$ cat config.mk
export PLATFORM = sky130hd
export DESIGN_NAME = mem_arbiter
export DESIGN_NICKNAME = d
export VERILOG_FILES = /design/src/rtl/mips_pkg.sv /design/src/rtl/mem_arb_pick.sv /design/src/rtl/mem_arbiter.sv
export SDC_FILE = /design/constraint.sdc
export NUM_CORES = 1
export LEC_CHECK = 0
export CAP_MARGIN = 30
export CORE_AREA = 2 2 106 108
export CTS_BUF_LIST = sky130_fd_sc_hd__clkbuf_4
export DETAILED_ROUTE_END_ITERATION = 8
export DIE_AREA = 0 0 108 110
export PLACE_DENSITY_LB_ADDON = 0.1
export SKIP_CTS_REPAIR_TIMING = 1
export SLEW_MARGIN = 40
export SYNTH_ARGS = -nofsm -noshare
export SYNTH_HDL_FRONTEND = slang
export SYNTH_SLANG_ARGS = --single-unit
export TNS_END_PERCENT = 30
$ cat constraint.sdc
create_clock -name clk -period 5.79 [get_ports clk]
set_input_delay 1.158 -clock clk [delete_from_list [all_inputs] [get_ports clk]]
set_output_delay 1.158 -clock clk [all_outputs]
set_load 0.05 [all_outputs]
$ cat src/rtl/mips_pkg.sv
// Shared types for the MIPS core memory-side blocks.
// Holds the arbiter state/owner enums and a beat-counter width helper.
package mips_pkg;

  typedef enum logic [1:0] {
    ARB_IDLE,
    ARB_BURST,
    ARB_RELEASE
  } arb_state_t;

  typedef enum logic {
    OWN_I,
    OWN_D
  } arb_owner_t;

  // Beat counter width: $clog2(BEATS), at least one bit.
  function automatic int beat_w(input int beats);
    return (beats > 1) ? $clog2(beats) : 1;
  endfunction

endpackage

$ cat src/rtl/mem_arb_pick.sv
// Grant selector for the I/D memory arbiter.
// Ports: i_req, d_req, last_owner in; owner out. MEM_ARB_RR_EN selects round-robin.
module mem_arb_pick
  import mips_pkg::*;
(
  input  logic       i_req,
  input  logic       d_req,
  input  arb_owner_t last_owner,
  output arb_owner_t owner
);

`ifdef MEM_ARB_RR_EN
  // A tie goes to whoever did not own the port last.
  always_comb begin
    owner = OWN_I;
    if (i_req && d_req) begin
      owner = (last_owner == OWN_D) ? OWN_I : OWN_D;
    end else if (d_req) begin
      owner = OWN_D;
    end
  end
`else
  logic unused_last;
  assign unused_last = (last_owner == OWN_D);

  always_comb begin
    owner = OWN_I;
    if (d_req) begin
      owner = OWN_D;
    end
  end
`endif

endmodule

$ cat src/rtl/mem_arbiter.sv
// Shares the main-memory port between I-cache fills and D-cache fills/writebacks.
// Ports: clk, rst (async high); i_* / d_* cache sides; mem_* memory side.
// Define MEM_ARB_RR_EN for round-robin ties; default is D-priority.
module mem_arbiter
  import mips_pkg::*;
#(
  parameter int ADDR_W = 32,
  parameter int DATA_W = 32,
  parameter int BEATS  = 4
) (
  input  logic              clk,
  input  logic              rst,
  input  logic              i_req,
  input  logic [ADDR_W-1:0] i_addr,
  output logic              i_rvalid,
  output logic [DATA_W-1:0] i_rdata,
  output logic              i_done,
  input  logic              d_req,
  input  logic              d_we,
  input  logic [ADDR_W-1:0] d_addr,
  input  logic [DATA_W-1:0] d_wdata,
  output logic              d_wnext,
  output logic              d_rvalid,
  output logic [DATA_W-1:0] d_rdata,
  output logic              d_done,
  output logic              mem_req,
  output logic              mem_we,
  output logic [ADDR_W-1:0] mem_addr,
  output logic [DATA_W-1:0] mem_wdata,
  input  logic              mem_ack,
  input  logic [DATA_W-1:0] mem_rdata
);

  localparam int BW   = beat_w(BEATS);
  localparam int STEP = DATA_W / 8;

  arb_state_t        state_q, state_d;
  arb_owner_t        owner_q, owner_d;
  logic [ADDR_W-1:0] addr_q, addr_d;
  logic              we_q, we_d;
  logic [BW-1:0]     beat_q, beat_d;
  arb_owner_t        grant;
  arb_owner_t        pick_last;

`ifdef MEM_ARB_RR_EN
  arb_owner_t        last_q, last_d;
  assign pick_last = last_q;
`else
  assign pick_last = OWN_I;
`endif

  mem_arb_pick u_pick (
    .i_req      (i_req),
    .d_req      (d_req),
    .last_owner (pick_last),
    .owner      (grant)
  );

  logic burst;
  logic last_beat;
  logic own_i;
  logic fin;

  assign burst     = (state_q == ARB_BURST);
  assign last_beat = (beat_q == BW'(BEATS - 1));
  assign own_i     = (owner_q == OWN_I);
  assign fin       = burst & mem_ack & last_beat;

  always_ff @(posedge clk or posedge rst) begin
    if (rst) begin
      state_q <= ARB_IDLE;
      owner_q <= OWN_I;
      addr_q  <= '0;
      we_q    <= 1'b0;
      beat_q  <= '0;
`ifdef MEM_ARB_RR_EN
      last_q  <= OWN_I;
`endif
    end else begin
      state_q <= state_d;
      owner_q <= owner_d;
      addr_q  <= addr_d;
      we_q    <= we_d;
      beat_q  <= beat_d;
`ifdef MEM_ARB_RR_EN
      last_q  <= last_d;
`endif
    end
  end

  always_comb begin
    state_d = state_q;
    owner_d = owner_q;
    addr_d  = addr_q;
    we_d    = we_q;
    beat_d  = beat_q;
`ifdef MEM_ARB_RR_EN
    last_d  = last_q;
`endif
    unique case (state_q)
      ARB_IDLE: begin
        if (i_req || d_req) begin
          owner_d = grant;
          addr_d  = (grant == OWN_D) ? d_addr : i_addr;
          we_d    = (grant == OWN_D) && d_we;
          beat_d  = '0;
          state_d = ARB_BURST;
`ifdef MEM_ARB_RR_EN
          last_d  = grant;
`endif
        end
      end
      ARB_BURST: begin
        if (mem_ack) begin
          beat_d = beat_q + 1'b1;
          if (last_beat) begin
            state_d = ARB_RELEASE;
          end
        end
      end
      ARB_RELEASE: begin
        state_d = ARB_IDLE;
      end
      default: begin
        state_d = ARB_IDLE;
      end
    endcase
  end

  // Beat address wraps naturally in ADDR_W bits.
  assign mem_req   = burst;
  assign mem_we    = burst & we_q;
  assign mem_addr  = burst ?
                     (addr_q + (ADDR_W'(beat_q) * ADDR_W'(STEP))) :
                     '0;
  assign mem_wdata = burst ? d_wdata : '0;

  assign i_rdata  = mem_rdata;
  assign d_rdata  = mem_rdata;
  assign i_rvalid = burst & own_i & mem_ack;
  assign d_rvalid = burst & ~own_i & mem_ack & ~we_q;
  assign d_wnext  = burst & ~own_i & mem_ack & we_q;
  assign i_done   = fin & own_i;
  assign d_done   = fin & ~own_i;

endmodule

# After elaboration in Yosys (flattened, before gate mapping)
# Cells that the tools add are included.
totals:
  ff_bits: 38
  in_bits: 134
  output_inout_bits: 135
  elab_cells: 43
classes:
  addsub: 2
  n_eq_ne: 5
  n_mux: 11
  bitwise: 13
  n_reduce_logical: 7
op_table:
  columns: ["operator", "count"]
  rows:
  - ["32-bit two-way mux", 3]
  - ["32-bit by 4-bit adder with 32-bit output", 1]
  - ["1-bit AND", 11]
  - ["2-bit two-way mux", 5]
  - ["2-bit one-hot mux with 2 select lines", 2]
  - ["3-bit AND reduction", 2]
  - ["2-bit inequality test, second input constant", 2]
  - ["2-bit by 1-bit adder with 2-bit output, second input constant", 1]
  - ["2-bit by 1-bit == test with 1-bit output, second input constant", 1]
  - ["2-bit == test, second input constant", 1]
  - ["2-bit zero test", 1]
  - ["2-bit by 1-bit inequality test with 1-bit output, second input constant", 1]
  - ["1-bit inverter", 2]
  - ["2-bit AND reduction", 1]
  - ["2-bit nonzero test", 1]
  - ["1-bit logical AND", 1]
  - ["1-bit logical OR", 1]
  - ["1-bit two-way mux", 1]

# Longest topological paths before layout
# Gate-level depths: netlist of run 1.
depth:
  depth_word: 4
  mapped_depth: 7
  mapped_depth_nobuf: 6

# Modules after synthesis
# Synthesis of run 1 repeated with hierarchy kept, for this count alone.
unflattened:
  hier_cells: 403
  area_unflattened_um2: 3260.6
by_module_without_submodules:
  columns: ["module", "instances", "cells_per_inst", "area_per_inst_um2", "seq_area_each_um2"]
  rows:
  - ["mem_arbiter", 1, 402, 3253.1, 950.9]
  - ["mem_arb_pick", 1, 1, 7.5, 0.0]

# Worst setup path before layout of run 1
# OpenSTA, ideal clock, no wires.
synth_timing:
  path_type: "reg-to-output"
  from: "register beat_q[1]"
  to: "output port mem_addr[29]"
  t_arrival_ps: 2674
  t_required_ps: 4632
  slack_ps: 1958
  stages_incl_launch_ff: 7
  path_buffers: 1
  cell_sequence: "dfrtp_1 > ha_1 > a21oi_1 > or4_1 > buf_2 > or4_1 > a21oi_1"
synth_between:
  elab_chain_len: 2
synth_lines:
  columns: ["item", "line_no", "rtl"]
  rows:
  - ["start: declaration", "mem_arbiter.sv:41", "logic [BW-1:0] beat_q, beat_d;"]
  - ["start signal: assignment", "mem_arbiter.sv:84", "beat_q <= beat_d;"]
  - ["32-bit by 4-bit adder with 32-bit output", "mem_arbiter.sv:134", "(addr_q + (ADDR_W'(beat_q) * ADDR_W'(STEP))) :"]
  - ["32-bit two-way mux", "mem_arbiter.sv:133", "assign mem_addr = burst ?"]
  - ["end: declaration", "mem_arbiter.sv:28", "output logic [ADDR_W-1:0] mem_addr,"]
# No other way between the ends.

# Worst setup path after layout of run 1
layout_timing:
  from: "register beat_q[1]"
  to: "output port mem_addr[31]"
# The elaborated chain is that of the path after synthesis.

==> results of run 1 <==
## cells in the final DEF, fill, tap and decap left out, drive strengths merged, types with 5 or more instances in the layout
| master | instances |
|---|---|
| clkbuf | 5 |
| o21ai | 44 |
| nand2 | 49 |
| clkdlybuf4s50 | 171 |
| mux2i | 32 |
| or4 | 9 |
| or3 | 10 |
| nor2 | 13 |
| nand3 | 11 |
| and4 | 5 |
| xnor2 | 6 |
| nand4 | 9 |
| dfrtp | 38 |
| and2 | 40 |
| a21oi | 18 |
| o31ai | 7 |
## layer usage
| metal | up-vias | wire length, um |
|---|---|---|
| li1 | 1512 | - |
| met1 | 1320 | 3910 |
| met2 | 112 | 4170 |
| met3 | 20 | 929 |
| met4 | 0 | 149 |
| met5 | - | 0 |
## registers in the layout, summed over array words and instances (netlist names)
register / count
addr_q: 32
beat_q: 2
owner_q: 1
state_q: 2
we_q: 1
## metrics by stage
stage | power [mW] | worst slack [ns] | area (um^2)
after floorplan | 1.80 | 1.96 | 3250
after global placement | 2.27 | 1.55 | 4580
after detailed placement | 2.28 | 1.48 | 4580
after CTS | 2.52 | 1.07 | 4680
after global routing | 2.65 | 0.955 | 4680
final | 2.49 | 1.09 | 4680
## area by class of cell
class,instances,share of cell area
multi-input cells,272,0.363
flip-flops and latches,38,0.203
clock buffers,5,0.00801
well taps,140,0.0374
inverters,4,0.00321
repair buffers,175,0.372
clock inverters,3,0.0136
## report_power, final
| group | leakage (nW) | total, mW | internal (mW) | switching (mW) |
|---|---|---|---|---|
| combinational | 1.34 | 1.71 | 0.589 | 1.12 |
| sequential | 0.470 | 0.549 | 0.389 | 0.160 |
| clock | 0.0528 | 0.228 | 0.133 | 0.0952 |
## worst max path at each step
stage / startpoint / to / slack (ns) / cells past startpoint
floorplan: beat_q[1]$_DFFE_PP0P_ / mem_addr[29] / 1.96 / 6
global placement: beat_q[1]$_DFFE_PP0P_ / mem_addr[31] / 1.55 / 6
detailed placement: beat_q[1]$_DFFE_PP0P_ / mem_addr[31] / 1.48 / 6
CTS: beat_q[1]$_DFFE_PP0P_ / mem_addr[31] / 1.07 / 6
global route: beat_q[1]$_DFFE_PP0P_ / mem_addr[29] / 0.96 / 6
finish: beat_q[1]$_DFFE_PP0P_ / mem_addr[31] / 1.09 / 6
## critical path: stages (launching register included)
cell             delay, ns
dfrtp_1               0.45
ha_1                  0.30
a21oi_1               0.15
or4_1                 0.76
or4_1                 0.55
a21oi_1               0.18
clkdlybuf4s50_1       0.82
## Yosys cell counts, types with 2 or more instances
cell type / count
and4_1: 2
o31ai_1: 7
nor3_1: 2
or3_2: 2
nor2_1: 13
o21ai_0: 43
buf_1: 3
nand3_1: 10
clkbuf_8: 2
mux2i_1: 32
clkbuf_1: 13
a21oi_1: 18
and4_2: 3
ha_1: 3
nand4_1: 8
or3_1: 8
inv_1: 4
xnor2_1: 6
and2_1: 40
nand2_1: 49
xor2_1: 4
dfrtp_1: 38
buf_2: 3
or4_1: 9
and3_1: 3
buf_4: 64
## cell families (layout without fill, tap and decap cells)
group           Yosys count  count (layout)  share of synthesized area
xor+xnor                 10              10                     0.0270
mux                      32              32                     0.0986
simple gates            154             154                      0.257
compound gates           72              72                      0.120
fa+ha+maj                 4               4                     0.0177
buf+inv                  90             187                      0.188
flops                    38              38                      0.293
==> impl_results.md, run 1 <==
- Outcome: finished, final reports clean
- Met1 Usage GRT: 0.183
- Synthesis Warnings: 0
- Vias in the first global route: 2782
- Die Span Y: approximately 110 um
- GRT busiest layer: met2
- Synth area leader: dfrtp_1
- Global-route wire length before repair: roughly 14000 um
- Count of final setup violators: 0
- Slew Limit Fails: 0
- Pin count of the biggest net entering global routing: 69
- Top FF cell, synth: dfrtp_1
- Setup TNS: 0 ns
- Max FO, Critical Path: 18
- Initial antenna violation count: 0
- DP Cell Count: around 630
- Core Area: 0.0107 mm^2
- Initial DRC count: 76
- FP Rows: 38
- Die X: between 100 and 150 um
- Sequential element share of the synthesized area: 0.293
- Reg2reg path depth: 6
- CP Class: flop to primary output
- Hold Path Sink: addr_q[1]$_DFFE_PP0P_
- FFs w/ async S/R, synth: 1.00
- I/O pin count: roughly 270
- Reg area: around 950 um^2
- H-tree depth: 2
- Syn_nets: between 500 and 600
- First-pass DRT Iterations: 4
- Diode count: 0
- Syn Inst Count: 400
- Die Area: roughly 0.012 mm^2
- Hold path startpoint: addr_q[1]$_DFFE_PP0P_
- CP required: between 4 and 5 ns
- WL final: 9160 um
- Pwr/cell area: approximately 530 mW/mm^2
- Leak pwr: between 1.5 and 2 nW
- RSZ-0062 raised after global routing: false
- Total track usage: 0.150
- Met3 Use GR: 0.0600
- Initial Util: 0.304
- # DRC: 0
- Fin util: 0.438
- CP Launch Type: flop
- Vias per cell: ~4.7
- Reg-to-reg startpoint: state_q[1]$_DFFE_PP0P_
- Post-synth top area share: 0.293
- DR WL/cell: 14.4 um
- Port bufs: ~170
- VDD IR max: around 0.24 mV
- Post-synth EDFFs: 0
- CTS clock-pin slew for the worst setup and hold paths: 0.12 ns
- Post-route ant nets: 0
- GR Overflow Total: 0
- Crit Reg-Reg Endpoint: beat_q[0]$_DFFE_PP0P_
- Synth top area cells: dfrtp_1 (29%), buf_4 (15%), mux2i_1 (9.9%)
- Layout Skew: just over 0.005 ns
- Slew margin rel.: 0.606
- Filler instances: ~1100
- Hold crit path type: flop to flop
- R2r setup slk: about 4.0 ns
- Syn Std Cell Area: about 0.0032 mm^2
- Layout cell share with drive strength beyond 1: 0.0402
- Hold path depth: 2
- Fmax: 213 MHz
- Mean area per synthesized cell: 8.12 um^2
- CTS root buffer: clkbuf_4
- Max Root-Sink Buffers: 2
- Worst skew pair latency: 0.34 ns
- Min Hold Slack: 0.500 ns
- CTS Buf Count: 5
- TritonCTS clock tree: built
- Multi-input gate area: approximately 0.0017 mm^2
- Syn-to-layout area delta: 44.2%
- Yosys reg bits: 38
- Critical Path AT: 3.54 ns
- Number of standard cells in the final layout excluding fillers: 637
- Crit share post-route: 0.811
- Final #Nets: 634
- Fin. Hold Viols: 0
- # Max-Cap Violations: 0
- Via count: 2964
- CP Capture Type: primary output
- Yosys cell types: 37
- RePlAce Congestion: 0.768
- Clock Sinks: 38
- Fin crit period: roughly 4.7 ns
- Met2 Use GR: 0.242
- Detailed placement HPWL: 7100 um
- Worst Tran Pin Value: between 0.5 and 0.6 ns
Note: power is estimated with default switching activity, not from simulation.
==> run 2, diff against run 1 <==
--- a/config.mk
+++ b/config.mk
@@ -6,10 +6,10 @@
 export NUM_CORES = 1
 export LEC_CHECK = 0
 export CAP_MARGIN = 30
-export CORE_AREA = 2 2 106 108
+export CORE_AREA = 2 2 104 106
 export CTS_BUF_LIST = sky130_fd_sc_hd__clkbuf_4
 export DETAILED_ROUTE_END_ITERATION = 8
-export DIE_AREA = 0 0 108 110
+export DIE_AREA = 0 0 106 108
 export PLACE_DENSITY_LB_ADDON = 0.1
 export SKIP_CTS_REPAIR_TIMING = 1
 export SLEW_MARGIN = 40
==> constraint.sdc (replaced) <==
create_clock -name clk -period 4.9 [get_ports clk]
set_input_delay 0.98 -clock clk [delete_from_list [all_inputs] [get_ports clk]]
set_output_delay 0.98 -clock clk [all_outputs]
set_load 0.05 [all_outputs]
==> impl_results.md, run 2 (same netlist as run 1, synthesis figures left out) <==
- Biggest register: addr_q
- Die Span Y: 108 um (-1.8%)
- DR WL/cell: 14.8 um (+2.9%)
- Initial Util: 0.317 (+0.0139)
- Crit share post-route: 0.922
- Crit Reg-Reg Endpoint: beat_q[0]$_DFFE_PP0P_
- Number of standard cells in the final layout excluding fillers: 633 (-0.63%)
- WL final: 9370 um (+2.3%)
- Core Area: 0.0102 mm^2 (-4.4%)
- H-tree depth: 2 (unchanged)
- Via count: 2954 (-0.34%)
- Final #Nets: 635 (+0.16%)
- CTS clock-pin slew for the worst setup and hold paths: 0.12 ns (about the same)
- R2r setup slk: 3.15 ns (-0.89 ns)
- Clock Sinks: 38 (unchanged)
- Pin count of the biggest net entering global routing: 41 (-41%)
- Leak pwr: 1.85 nW (-0.83%)
- Max FFs per register: 32 (unchanged)
- Die X: 106 um (-1.9%)
- Max FO, Critical Path: 18 (unchanged)
- Worst-path cell chain: ha_1 -> a21oi_1 -> or4_1 -> or4_1 -> a21oi_1 -> clkdlybuf4s50_1
- Reg-to-reg startpoint: state_q[1]$_DFFE_PP0P_
- TritonCTS clock tree: built
- Layout cell share with drive strength beyond 1: 0.0423 (+0.00201)
- Crit-path max cell delay: 0.81 ns (about the same)
- Count of final setup violators: 0 (unchanged)
- Die Area: 0.0114 mm^2 (-3.6%)
- Most common cell after layout, fill and taps aside: clkdlybuf4s50_1
- Initial DRC count: 101 (+33%)
- Hold path startpoint: addr_q[1]$_DFFE_PP0P_
- Hold crit path type: flop to flop
- Detailed placement HPWL: 7340 um (+3.4%)
- Diode count: 0 (unchanged)
- Critical Path AT: 3.54 ns (about the same)
- Fmax: 221 MHz
- RSZ-0062 raised after global routing: false
- Initial antenna violation count: 0 (unchanged)
- CP Class: flop to primary output
- CP Capture Type: primary output
- Syn-to-layout area delta: 42.6%
- CP Launch Type: flop
- I/O pin count: 269 (unchanged)
- GR Overflow Total: 0 (unchanged)
- Hold path depth: 2 (unchanged)
- Global-route wire length before repair: 14400 um (+3.3%)
- FP Rows: 37 (-2.6%)
- Crit-path slowest cell: clkdlybuf4s50_1
- Most frequent cells in the layout: clkdlybuf4s50_1 (171), nand2_1 (49), o21ai_0 (43), and2_1 (40), dfrtp_1 (38)
- First-pass DRT Iterations: 4 (unchanged)
- Vias in the first global route: 2885 (+3.7%)
- Worst Tran Pin Value: 0.691 ns (+0.0999 ns)
- DP Cell Count: 626 (-0.48%)
- CTS Buf Count: 5 (unchanged)
- Pwr/cell area: 614 mW/mm^2 (+16%)
- Fin util: 0.453 (+0.0148)
- Setup TNS: 0 ns (unchanged)
- # DRC: 0 (unchanged)
- VDD IR max: 0.277 mV (+13%)
- Worst skew pair latency: 0.35 ns (about the same)
- RePlAce Congestion: 0.783 (+2.0%)
- CP required: 3.92 ns (-0.71 ns)
- Largest registers: addr_q (32), beat_q (2), state_q (2)
- Slew Limit Fails: 0 (unchanged)
- Reg2reg path depth: 7 (+1)
- Fin crit period: 4.52 ns
- Max Root-Sink Buffers: 2 (unchanged)
- # Max-Cap Violations: 0 (unchanged)
- Outcome: finished, final reports clean
- Port bufs: 172 (unchanged)
- Post-route ant nets: 0 (unchanged)
- CTS root buffer: clkbuf_4
- Vias per cell: 4.67 (+0.29%)
- Total track usage: 0.160 (+0.0104)
- Layout Skew: 0.00953 ns (+0.00447 ns)
- Fin. Hold Viols: 0 (unchanged)
- Slew margin rel.: 0.539 (-0.0671)
- Hold Path Sink: addr_q[1]$_DFFE_PP0P_
## run 2: cell types whose count changed in the layout (fill, tap and decap cells not counted)
cell       change
clkinv_2       +3
bufinv_16      -2
clkinv_1       -2
buf_2          +1
inv_1          +1
inv_2          -1
## run 2: metrics by stage
| step | hold WS (ns) | cell area [um^2] | power [mW] | worst slack [ns] |
|---|---|---|---|---|
| after floorplan | 0.442 | 3250 | 2.13 | 1.25 |
| after global placement | 0.456 | 4580 | 2.69 | 0.847 |
| after detailed placement | 0.474 | 4580 | 2.70 | 0.781 |
| after CTS | 0.497 | 4630 | 2.87 | 0.374 |
| after global routing | 0.526 | 4630 | 3.03 | 0.161 |
| final | 0.491 | 4630 | 2.84 | 0.380 |
## run 2: how the worst max path moves through the flow
stage	cells after the start	to	from	slack (ns)
finish	6	mem_addr[31]	beat_q[1]$_DFFE_PP0P_	0.38
global route	6	mem_addr[31]	beat_q[1]$_DFFE_PP0P_	0.16
CTS	6	mem_addr[31]	beat_q[1]$_DFFE_PP0P_	0.37
detailed placement	6	mem_addr[31]	beat_q[1]$_DFFE_PP0P_	0.78
global placement	6	mem_addr[31]	beat_q[1]$_DFFE_PP0P_	0.85
floorplan	6	mem_addr[29]	beat_q[1]$_DFFE_PP0P_	1.25
## run 2: cell type report
class / count / area, um^2
clock buffer: 5 / 37.5
clock inverter: 2 / 10.0
fill: 1030 / 5600
inverter: 4 / 16.3
multi-input combinational: 272 / 1700
sequential: 38 / 951
tap: 136 / 170
timing repair buffer: 176 / 1750
## run 2: worst max-delay path, delay by kind of cell (launching register included)
family / cells / cell delay [ns]
AND/OR/NAND/NOR: 2 / 1.30
flip-flops: 1 / 0.45
adder cells (fa/ha/maj): 1 / 0.29
buffers and inverters: 1 / 0.81
AO/OA/AOI/OAI: 2 / 0.32
## run 2: layer usage
layer,vias to the layer above,track usage,share of wire
li1,1504,-,-
met1,1314,0.187,0.41
met2,114,0.270,0.47
met3,22,0.0615,0.098
met4,0,0.0564,0.022
met5,-,0,0
## run 2: power breakdown
group	leakage, nW	internal, mW	switching (mW)
Sequential	0.470	0.459	0.195
Combinational	1.35	0.700	1.33
Clock	0.0308	0.0517	0.105
==> run 3, diff against run 2 <==
--- a/config.mk
+++ b/config.mk
@@ -16,4 +16,4 @@
 export SYNTH_ARGS = -nofsm -noshare
 export SYNTH_HDL_FRONTEND = slang
 export SYNTH_SLANG_ARGS = --single-unit
-export TNS_END_PERCENT = 30
+export TNS_END_PERCENT = 5
==> results of run 3 <==
The final DEF is identical to that of run 2; final timing and power are the same.
